===== src/rtl/arm_enc_pkg.sv =====
// arm_enc_pkg: field codes, bundle type and word packer for the ARM instruction encoder
package arm_enc_pkg;

    localparam logic [1:0] KIND_DP  = 2'd0;
    localparam logic [1:0] KIND_MUL = 2'd1;

    localparam logic [3:0] OP_AND = 4'h0;
    localparam logic [3:0] OP_EOR = 4'h1;
    localparam logic [3:0] OP_SUB = 4'h2;
    localparam logic [3:0] OP_RSB = 4'h3;
    localparam logic [3:0] OP_ADD = 4'h4;
    localparam logic [3:0] OP_ADC = 4'h5;
    localparam logic [3:0] OP_SBC = 4'h6;
    localparam logic [3:0] OP_RSC = 4'h7;
    localparam logic [3:0] OP_TST = 4'h8;
    localparam logic [3:0] OP_TEQ = 4'h9;
    localparam logic [3:0] OP_CMP = 4'hA;
    localparam logic [3:0] OP_CMN = 4'hB;
    localparam logic [3:0] OP_ORR = 4'hC;
    localparam logic [3:0] OP_MOV = 4'hD;
    localparam logic [3:0] OP_BIC = 4'hE;
    localparam logic [3:0] OP_MVN = 4'hF;

    localparam logic [2:0] MUL_MUL   = 3'b000;
    localparam logic [2:0] MUL_MLA   = 3'b001;
    localparam logic [2:0] MUL_UMULL = 3'b100;
    localparam logic [2:0] MUL_UMLAL = 3'b101;
    localparam logic [2:0] MUL_SMULL = 3'b110;
    localparam logic [2:0] MUL_SMLAL = 3'b111;

    localparam logic [1:0] ERR_NONE = 2'd0;
    localparam logic [1:0] ERR_KIND = 2'd1;
    localparam logic [1:0] ERR_MUL  = 2'd2;
    localparam logic [1:0] ERR_RDRM = 2'd3;

    localparam logic [3:0] COND_AL = 4'hE;
    localparam logic [3:0] MUL_SIG = 4'b1001;

    typedef struct packed {
        logic [1:0] kind;
        logic [3:0] opcode;
        logic [2:0] mul;
        logic       s;
        logic       imm_mode;
        logic [3:0] rn;
        logic [3:0] rd;
        logic [3:0] rm;
        logic [3:0] rs;
        logic [7:0] imm8;
        logic [3:0] rot;
        logic [1:0] shift_type;
        logic [4:0] shift_amt;
        logic       reg_shift;
    } fields_t;

    // Compare ops always set flags and have no destination; MOV/MVN have no first operand.
    function automatic logic [31:0] encode(input fields_t f, input logic [3:0] cond);
        logic        cmp_op;
        logic        mov_op;
        logic [11:0] op2;
        cmp_op = f.opcode[3:2] == 2'b10;
        mov_op = f.opcode == OP_MOV || f.opcode == OP_MVN;
        op2 = f.imm_mode  ? {f.rot, f.imm8} :
              f.reg_shift ? {f.rs, 1'b0, f.shift_type, 1'b1, f.rm} :
                            {f.shift_amt, f.shift_type, 1'b0, f.rm};
        if (f.kind == KIND_MUL)
            return {cond, 4'b0000, f.mul, f.s, f.rd, (f.mul == MUL_MUL) ? 4'h0 : f.rn, f.rs, MUL_SIG, f.rm};
        return {cond, 2'b00, f.imm_mode, f.opcode, f.s | cmp_op, mov_op ? 4'h0 : f.rn, cmp_op ? 4'h0 : f.rd, op2};
    endfunction

endpackage


===== src/rtl/arm_instr_encoder_fifo.sv =====
// enc_fifo: DEPTH x W word FIFO with count-based full/empty and a zeroed head when empty
module enc_fifo #(
    parameter int DEPTH = 4,
    parameter int W     = 32
) (
    input  logic         clk,
    input  logic         rst_n,
    input  logic         push_i,
    input  logic [W-1:0] data_i,
    input  logic         pop_i,
    output logic [W-1:0] data_o,
    output logic         full_o,
    output logic         empty_o
);
    localparam int AW = $clog2(DEPTH);
    localparam int CW = AW + 1;

    logic [W-1:0]  mem_q [DEPTH];
    logic [AW-1:0] wr_q, wr_d, rd_q, rd_d;
    logic [CW-1:0] cnt_q, cnt_d;
    logic          do_push, do_pop;

    assign full_o  = cnt_q == CW'(DEPTH);
    assign empty_o = cnt_q == '0;
    assign do_push = push_i && !full_o;
    assign do_pop  = pop_i && !empty_o;
    assign data_o  = empty_o ? '0 : mem_q[rd_q];

    // Pointers wrap naturally because DEPTH is a power of two.
    always_comb begin
        wr_d  = do_push ? wr_q + 1'b1 : wr_q;
        rd_d  = do_pop ? rd_q + 1'b1 : rd_q;
        cnt_d = cnt_q + CW'(do_push) - CW'(do_pop);
    end

    // Storage needs no reset: the head is masked while the FIFO is empty.
    always_ff @(posedge clk) begin
        if (do_push) mem_q[wr_q] <= data_i;
    end

    // Pointer and occupancy state, flushed by reset.
    always_ff @(posedge clk or negedge rst_n) begin
        if (!rst_n) begin
            wr_q  <= '0;
            rd_q  <= '0;
            cnt_q <= '0;
        end else begin
            wr_q  <= wr_d;
            rd_q  <= rd_d;
            cnt_q <= cnt_d;
        end
    end

endmodule


===== src/rtl/arm_instr_encoder.sv =====
// arm_instr_encoder: packs DP/MUL field bundles into ARM words, queues them and emits them with an address
module arm_instr_encoder
    import arm_enc_pkg::*;
#(
    parameter int         ADDR_W = 8,
    parameter int         DEPTH  = 4,
    parameter logic [3:0] COND   = COND_AL
) (
    input  logic              clk,
    input  logic              rst_n,
    input  logic              in_valid,
    output logic              in_ready,
    input  logic [1:0]        in_kind,
    input  logic [3:0]        in_opcode,
    input  logic [2:0]        in_mul,
    input  logic              in_s,
    input  logic              in_imm_mode,
    input  logic [3:0]        in_rn,
    input  logic [3:0]        in_rd,
    input  logic [3:0]        in_rm,
    input  logic [3:0]        in_rs,
    input  logic [7:0]        in_imm8,
    input  logic [3:0]        in_rot,
    input  logic [1:0]        in_shift_type,
    input  logic [4:0]        in_shift_amt,
    input  logic              in_reg_shift,
    output logic              out_valid,
    input  logic              out_ready,
    output logic [31:0]       out_instr,
    output logic [ADDR_W-1:0] out_addr,
    output logic              err_valid,
    output logic [1:0]        err_code
);
    fields_t           f;
    logic [31:0]       word;
    logic [1:0]        err;
    logic              accept, push, pop, full, empty;
    logic [ADDR_W-1:0] addr_q, addr_d;
    logic              err_valid_q, err_valid_d;
    logic [1:0]        err_code_q, err_code_d;

    assign f = '{kind: in_kind, opcode: in_opcode, mul: in_mul, s: in_s, imm_mode: in_imm_mode,
                 rn: in_rn, rd: in_rd, rm: in_rm, rs: in_rs, imm8: in_imm8, rot: in_rot,
                 shift_type: in_shift_type, shift_amt: in_shift_amt, reg_shift: in_reg_shift};
    assign word      = encode(f, COND);
    assign in_ready  = !full;
    assign accept    = in_valid && in_ready;
    assign push      = accept && err == ERR_NONE;
    assign out_valid = !empty;
    assign pop       = out_valid && out_ready;
    assign out_addr  = addr_q;
    assign err_valid = err_valid_q;
    assign err_code  = err_code_q;

    // Legality, highest priority first: reserved kind, reserved MUL sub-op, short MUL with Rd==Rm.
    always_comb begin
        err = in_kind[1]                                             ? ERR_KIND :
              in_kind == KIND_MUL && in_mul[2:1] == 2'b01            ? ERR_MUL  :
              in_kind == KIND_MUL && !in_mul[2] && in_rd == in_rm    ? ERR_RDRM :
                                                                       ERR_NONE;
    end

    // Address follows consumed words; the error code is sticky until the next illegal bundle.
    always_comb begin
        addr_d      = addr_q + ADDR_W'(pop);
        err_valid_d = accept && err != ERR_NONE;
        err_code_d  = err_valid_d ? err : err_code_q;
    end

    // Address counter and error register.
    always_ff @(posedge clk or negedge rst_n) begin
        if (!rst_n) begin
            addr_q      <= '0;
            err_valid_q <= 1'b0;
            err_code_q  <= ERR_NONE;
        end else begin
            addr_q      <= addr_d;
            err_valid_q <= err_valid_d;
            err_code_q  <= err_code_d;
        end
    end

    enc_fifo #(.DEPTH(DEPTH), .W(32)) u_fifo (
        .clk     (clk),
        .rst_n   (rst_n),
        .push_i  (push),
        .data_i  (word),
        .pop_i   (pop),
        .data_o  (out_instr),
        .full_o  (full),
        .empty_o (empty)
    );

endmodule


===== config.mk =====
export PLATFORM = sky130hd
export DESIGN_NAME = arm_instr_encoder
export DESIGN_NICKNAME = d
export VERILOG_FILES = /design/src/rtl/arm_enc_pkg.sv /design/src/rtl/arm_instr_encoder_fifo.sv /design/src/rtl/arm_instr_encoder.sv
export SDC_FILE = /design/constraint.sdc
export NUM_CORES = 1
export LEC_CHECK = 0
export ABC_AREA = 1
export BUFFER_PORTS_ARGS = -buffer_cell sky130_fd_sc_hd__clkbuf_2
export CELL_PAD_IN_SITES_DETAIL_PLACEMENT = 1
export CELL_PAD_IN_SITES_GLOBAL_PLACEMENT = 1
export CORE_MARGIN = 5
export CORE_UTILIZATION = 49
export CTS_BUF_LIST = sky130_fd_sc_hd__clkbuf_4 sky130_fd_sc_hd__clkbuf_8
export DETAILED_ROUTE_END_ITERATION = 6
export HOLD_SLACK_MARGIN = 0.15
export PLACE_DENSITY_LB_ADDON = 0.1
export SLEW_MARGIN = 40
export SYNTH_ARGS = -nofsm -noshare
export SYNTH_HDL_FRONTEND = slang
export SYNTH_SLANG_ARGS = --single-unit
export TNS_END_PERCENT = 100

===== constraint.sdc =====
create_clock -name clk -period 7.6 [get_ports clk]
set_clock_uncertainty 0.2 [all_clocks]
set_input_delay 0.38 -clock clk [delete_from_list [all_inputs] [get_ports clk]]
set_output_delay 0.38 -clock clk [all_outputs]
set_load 0.05 [all_outputs]

==> results of run 1 <==
[layout make-up]
cell class	count	area share [%]
clock buffer	20	3.920
clock inverter	11	1.969
inverter	37	2.141
multi-input combinational	320	24.51
sequential	122	54.61
tap	140	2.677
timing repair buffer	111	10.17
[per-layer routing]
metal / up-vias / track usage (%) / wire length, microns
met5: - / 0 / 0
met4: 0 / 8.059 / 187
met3: 12 / 5.632 / 671
met2: 112 / 40.86 / 7828
met1: 1998 / 29.00 / 5909
li1: 1911 / - / -
[registers in the layout, indices dropped and copies added, names as in the netlist]
signal / count
out_addr: 8
u_fifo.rd_q: 2
u_fifo.mem_q: 104
err_code: 2
u_fifo.cnt_q: 3
u_fifo.wr_q: 2
err_valid: 1
[worst reg2reg max path, cell delays in order (launching register included)]
cell and delay (ns):
dfrtp_1 0.47, nor2_1 0.10, nand2_2 0.10, nand2_2 0.10, nor2_4 0.12, nand3_4 0.16, nor2_4 0.38, buf_8 0.21
buf_8 0.16
[cell families (layout without fill, tap and decap cells)]
group / Yosys count / after routing / share of synthesized area [%]
AO/OA/AOI/OAI: 97 / 97 / 9.078
other: 1 / 3 / 0.06906
AND/OR/NAND/NOR: 200 / 200 / 15.81
XOR/XNOR: 11 / 11 / 1.774
flip-flops: 122 / 122 / 65.81
adder cells (fa/ha/maj): 9 / 9 / 2.212
buffers and inverters: 63 / 179 / 5.254
[cell usage after synthesis]
library cell	number
inv_2	5
o21bai_1	1
a21oi_1	30
nor3_4	1
nor2_4	1
buf_2	11
edfxtp_1	104
o21ai_1	7
inv_1	32
nand2_2	2
buf_4	8
nor2_2	1
nand3_4	1
nor2_8	1
ha_1	8
conb_1	1
o22ai_1	4
clkbuf_1	3
nor3_1	5
o21ai_0	55
dfrtp_1	18
nand3_1	19
nand2_1	46
xor2_1	7
nor2_1	120
nand3_2	2
fa_1	1
xnor2_1	4
clkbuf_2	4
nand2_4	1
[where the power goes]
group	internal, W	switching [W]	leakage [nW]
logic	0.000306	0.00104	1.32
registers	0.000836	0.0000533	1.16
clock network	0.000327	0.000249	0.199
[through the flow]
stage	utilization, %	power, W	hold WS [ns]	worst slack, ns
after floorplan	-	0.001918	-0.1156	4.750
after global placement	55.18	0.002195	0.1467	4.948
after detailed placement	55.74	0.002247	0.1661	4.882
after CTS	60.21	0.002836	0.1623	4.355
after global routing	60.36	0.002975	0.1717	3.879
final	60.36	0.002815	0.1751	4.129
[timing repair]
item                                   in CTS  in global routing
endpoints found under the hold margin      44                  0
hold buffers                               10                  0
setup buffers                               0                  0
[how the worst max path moves through the flow]
stage | cells after the start | start | to | slack [ns]
2_1_floorplan | 6 | u_fifo.cnt_q[1] | u_fifo.mem_q[0][0] | 4.75
3_3_place_gp | 5 | u_fifo.rd_q[0] | out_instr[18] | 4.95
3_5_place_dp | 5 | u_fifo.rd_q[0] | out_instr[21] | 4.88
4_1_cts | 5 | u_fifo.rd_q[0] | out_instr[18] | 4.36
5_1_grt | 5 | u_fifo.rd_q[0] | out_instr[8] | 3.88
6_report | 5 | u_fifo.rd_q[0] | out_instr[8] | 4.13
==> summary.md, run 1 <==
| Metric | Value |
|---|---|
| Outcome | finished, final reports clean |
| Crit-path max cell delay | 0.73 ns |
| First-pass GRT wire length | about 24,000 microns |
| Via count | 4,033 |
| N_diodes | 0 |
| Initial Utilization | around 50% |
| Final Max Slew Viols | 0 |
| Fmax | 288.1 MHz |
| Core Rows | 38 |
| Max cap viols | 0 |
| Worst setup SP type | flip-flop |
| Die Span Y | between 100 and 150 microns |
| Fin crit period | around 3.5 ns |
| Initial antenna violation count | 0 |
| Die Area | approximately 13,000 sq um |
| Synth cell types | 30 |
| Area Overhead vs Synth | 20.51% |
| Register area share after synthesis | 65.81% |
| Worst-case clock buffer depth | 2 |
| Area of the multi-input gates | 1604 sq um |
| PortBufs | 92 |
| Clock-pin transition on the worst setup and hold timing paths | roughly 0.07 ns |
| Top post-synthesis cells by area | edfxtp_1 58%, dfrtp_1 8.3%, nor2_1 8.3%, o21ai_0 5.1%, nand2_1 3.2% |
| Resized cells post-CTS | 0 |
| Clk Latency, worst-skew pair | approximately 0.43 ns |
| Core Box Area | about 11,000 sq um |
| Maximum vdd drop | approximately 0.00025 V |
| Residual DRC | 0 |
| Hold Path Class | input pin to flip-flop |
| Final instance area | roughly 6500 sq um |
| Worst Hold Path Cells | 6 |
| CTS tree | yes |
| CTS Buf Count | 17 |
| GPL Wtd Cong | 0.8833 |
| DR pass1 iterations | 4 |
| Post-Syn Area | 5430 sq um |
| Clock sink count | 122 |
| Pwr Density | 430.1 nW/um^2 |
| CP bufs+invs | 3 |
| CP Data Arrival Time | 2.89 ns |
| Post-detail-place hpwl | approximately 9600 microns |
| Post-synthesis area per instance | between 10 and 15 sq um |
| Critical Path End Type | output port |
| Setup TNS | 0 ns |
| Leakage | ~2.7 nW |
| Slowest CP cell | clkinv_2 |
| Setup CP Type | flip-flop to output port |
| Post-Place Cell Area | between 6000 and 7000 sq um |
| Die X-Extent | about 120 microns |
| Worst-path cell chain | buf_4 -> clkinv_2 -> o21ai_0 -> a21oi_1 -> clkbuf_2 |
| GRT Total Usage | 23.59% |
| Clock Root Buffer | clkbuf_8 |
| #FFs+latches synth | between 100 and 150 |
| Post-route insts no fill | 761 |
| Reg2reg end | u_fifo.mem_q[3][25] |
| Min-Delay Startpoint | in_mul[1] |
| Nets | roughly 670 |
| Gr ovfl total | 0 |
| Endpoints failing setup | 0 |
| Filler cell count | ~1,200 |
| Ys Warns | 0 |
| Worst Path Required | 7.02 ns |
| Cell type with the largest total area after synthesis | edfxtp_1 |
| I/O Pins | 96 |
| Crit Path Max Fanout | 55 |
| H-tree levels | 4 |
| Largest net degree at the start of global routing | 56 |
| Routed vias/inst | approximately 5.3 |
| Relative slew slack | a little over half |
| Final ANT Viol Nets | 0 |
| Commonest non-fill, non-tap cell in the layout | nor2_1 |
| Placed insts | 719 |
| FF-to-FF path depth | 8 |
| Vias in the first global route | between 4,000 and 5,000 |
| Period utilization | between 40 and 50% |
| Post-Synthesis Cells | 503 |
| Post-synth top area share | 57.51% |
| Hold worst-path end | err_code[0] |
| Drt first-iter violations | 240 |
| RSZ-0062 raised after global routing | false |
| DR WL/cell | 19.18 microns |
| Worst-margin pin slew | 0.6945 ns |
| Layout cell share with drive strength beyond 1 | about a quarter |
| Reg-to-reg setup timing slack | 5.31 ns |
| Seq. cell area | roughly 3600 sq um |
| CP top delay family | buffers and inverters |
| Commonest cells after routing, fill and taps aside | 116 x nor2_1, 104 x edfxtp_1, 92 x clkbuf_2 |
| Hold Fails Final Rpt | 0 |
| Detailed Route WL | around 15,000 microns |
| Worst reg2reg startpoint | u_fifo.cnt_q[1] |
Power figures use the tool's default switching activity.
==> run 2, diff against run 1 <==
ABC_AREA = 0   (was 1)
CORE_UTILIZATION = 44   (was 49)
clock period = 3 ns   (was 7.6 ns; I/O delays follow)
==> run 2 against run 1 <==
Cell area increased by 6.5%. Combinational power up 120%. Power up 130%. Largest cell class unchanged. Largest power group unchanged.
==> summary.md, run 2 <==
| Metric | Value |
|---|---|
| Leakage | 2.687 nW (about the same) |
| GPL Wtd Cong | 0.8047 (-8.9%) |
| Area Overhead vs Synth | 31.00% |
| Clock Root Buffer | clkbuf_8 |
| Vias in the first global route | 3,738 (-16%) |
| Period utilization | 91.19% |
| Layout cell share with drive strength beyond 1 | 32.93% (+9.1 points) |
| Post-synth top area share | 58.70% (+1.2 points) |
| Main synth FF type | edfxtp_1 |
| DR WL/cell | 20.67 microns (+7.8%) |
| Seq. cell area | 3575 sq um (about the same) |
| #FFs+latches synth | 122 (unchanged) |
| Largest net degree at the start of global routing | 31 (-45%) |
| Pwr Density | 933.7 nW/um^2 (+120%) |
| Setup TNS | 0 ns (unchanged) |
| Fmax | 365.5 MHz |
| Commonest non-fill, non-tap cell in the layout | edfxtp_1 |
| Residual DRC | 0 (unchanged) |
| Power consumption | 0.006507 W (+130%) |
| Routed vias/inst | 5.232 (-1.3%) |
| EDFF count, synth | 104 (unchanged) |
| Nets | 545 (-19%) |
| Initial antenna violation count | 1 (+1) |
| Worst-margin pin slew | 0.5122 ns (-0.1823 ns) |
| Setup CP Type | flip-flop to flip-flop |
| GR peak layer | met2 |
| Area of the multi-input gates | 1610 sq um (+0.39%) |
| Resized cells post-CTS | 0 (unchanged) |
| Critical Path End Type | flip-flop |
| Worst setup SP type | flip-flop |
| Post-detail-place hpwl | 8127 microns (-16%) |
| Initial Utilization | 44.66% (-5.4 points) |
| Via count | 3,380 (-16%) |
| Final ANT Viol Nets | 0 (unchanged) |
| Met1 Resource Use GR | 23.95% (-5.0 points) |
| Top post-synthesis cells by area | edfxtp_1 59%, mux4_2 11%, dfrtp_1 8.5%, and2_1 4.0%, ha_1 1.9% |
| CTS tree | yes |
| Cell type with the largest total area after synthesis | edfxtp_1 |
| Commonest cells after routing, fill and taps aside | 104 x edfxtp_1, 92 x clkbuf_2, 64 x dlygate4sd3_1 |
| GR Util met3 | 4.618% (-1.0 points) |
| Hold Path Class | input pin to flip-flop |
| Die Span Y | 120.0 microns (+4.1%) |
| First-pass GRT wire length | 20,730 microns (-12%) |
| Gr ovfl total | 0 (unchanged) |
| Final Max Slew Viols | 0 (unchanged) |
| Clock sink count | 122 (unchanged) |
| Largest register FFs | 104 (unchanged) |
| Post-Synthesis Cells | 317 (-37%) |
| Post-synthesis area per instance | 16.78 sq um (+55%) |
| Post-Syn Area | 5320 sq um (-2.0%) |
| Synth cell count leaders | 104 x edfxtp_1, 34 x and2_1, 26 x mux4_2, 18 x dfrtp_1, 18 x nand2_1 |
| Max cap viols | 0 (unchanged) |
| PortBufs | 92 (unchanged) |
| Crit Path Max Fanout | 4 (-93%) |
| Maximum vdd drop | 0.0004152 V (+69%) |
| Hold Fails Final Rpt | 0 (unchanged) |
| GRT Total Usage | 19.52% (-4.1 points) |
| Outcome | finished, final reports clean |
| Filler cell count | 1,146 (-5.9%) |
| RSZ-0062 raised after global routing | false |
| Core Rows | 40 (+5.3%) |
| Most flop-heavy register | u_fifo.mem_q |
| DR pass1 iterations | 4 (unchanged) |
| Detailed Route WL | 13,360 microns (-8.5%) |
| Core Box Area | 11,910 sq um (+9.9%) |
| Relative slew slack | 65.49% (+12 points) |
| Clk Latency, worst-skew pair | 0.43 ns (about the same) |
| Count leader, synth | edfxtp_1 |
| Worst Path Required | 3.17 ns (-3.85 ns) |
| Clock-pin transition on the worst setup and hold timing paths | 0.07 ns (about the same) |
| CTS Buf Count | 17 (unchanged) |
| Register area share after synthesis | 67.17% (+1.4 points) |
| Drt first-iter violations | 202 (-16%) |
| Endpoints failing setup | 0 (unchanged) |
| Ys Warns | 0 (unchanged) |
| Worst-case clock buffer depth | 2 (unchanged) |
| CP Data Arrival Time | 2.91 ns (+0.02 ns) |
| Synth cell types | 43 (+43%) |
| FFs w/ async S/R, synth | 14.75% (unchanged) |
| I/O Pins | 96 (unchanged) |
| H-tree levels | 4 (unchanged) |
| GR Layer Usage met2 | 33.02% (-7.8 points) |
| Die X-Extent | 120.0 microns (+4.1%) |
| Fin crit period | ~2.7 ns |
| Die Area | 14,390 sq um (+8.3%) |
[run 2: cell types whose count changed after synthesis, sizes merged, moves of 26 or more]
cell,before,now
nand2,49,18
nor2,123,5
o21ai,62,12
mux4,0,26
inv,37,8
and2,0,34
[run 2: routing by layer]
layer	routed length, microns	vias up
met1	5672	1730
met3	496	25
met4	325	0
met2	6860	93
li1	-	1532
met5	0	-
[run 2: final cells by class]
type,instances,area share [%]
clock inverter,14,1.257
tap,147,2.639
timing repair buffer,168,17.77
multi-input combinational,168,23.11
antenna,1,0.03591
clock buffer,18,3.465
inverter,8,0.4309
sequential,122,51.29
[run 2: kinds of logic after synthesis]
kind of cell	synth area share, %
multiplexers	12.51
XOR/XNOR	2.893
AND/OR/NAND/NOR	7.949
buffers and inverters	2.705
other	0.07049
AO/OA/AOI/OAI	4.445
flip-flops	67.17
adder cells (fa/ha/maj)	2.258
[run 2: critical path, stage by stage (launching register included)]
cell,delay [ns]
dfrtp_1,0.43
or3b_1,0.44
and2_1,0.22
and3_1,0.17
dlygate4sd3_1,0.56
a21oi_1,0.11
dlygate4sd3_1,0.55
[run 2: timing repair]
action	CTS	global route
setup endpoints to repair	0	0
hold endpoints to repair	127	18
setup buffers	0	0
hold buffers	64	1
[run 2: worst paths after layout]
check,slack (ns),end,startpoint,cells after the start
max in group asynchronous,1.62,u_fifo.rd_q[0],rst_n,4
max reg2reg,0.26,err_code[0],u_fifo.cnt_q[1],6
max,0.26,err_code[0],u_fifo.cnt_q[1],6
min in group asynchronous,0.64,out_addr[4],rst_n,4
min reg2reg,0.29,out_addr[7],out_addr[7],1
min,0.19,u_fifo.mem_q[1][5],in_kind[0],3
[run 2: where the power goes]
part           internal, W  switching [W]  leakage [nW]
Sequential         0.00212       0.000143          1.16
Clock             0.000631       0.000611         0.169
Combinational     0.000991        0.00201          1.35
Total              0.00374        0.00277          2.69
[run 2: per-stage QoR]
stage / instances / setup slack (ns) / utilization (%) / hold WS, ns / instance area, sq um
5_1_grt: 646 / 0.1336 / 58.51 / 0.2077 / 6969
4_1_cts: 644 / 0.2651 / 58.45 / 0.1552 / 6962
2_1_floorplan: 319 / 0.3429 / - / -0.3456 / 5328
6_report: 646 / 0.2642 / 58.51 / 0.1903 / 6969
3_5_place_dp: 548 / 0.4030 / 50.30 / -0.07168 / 5992
3_3_place_gp: 548 / 0.5278 / 50.30 / -0.08296 / 5992
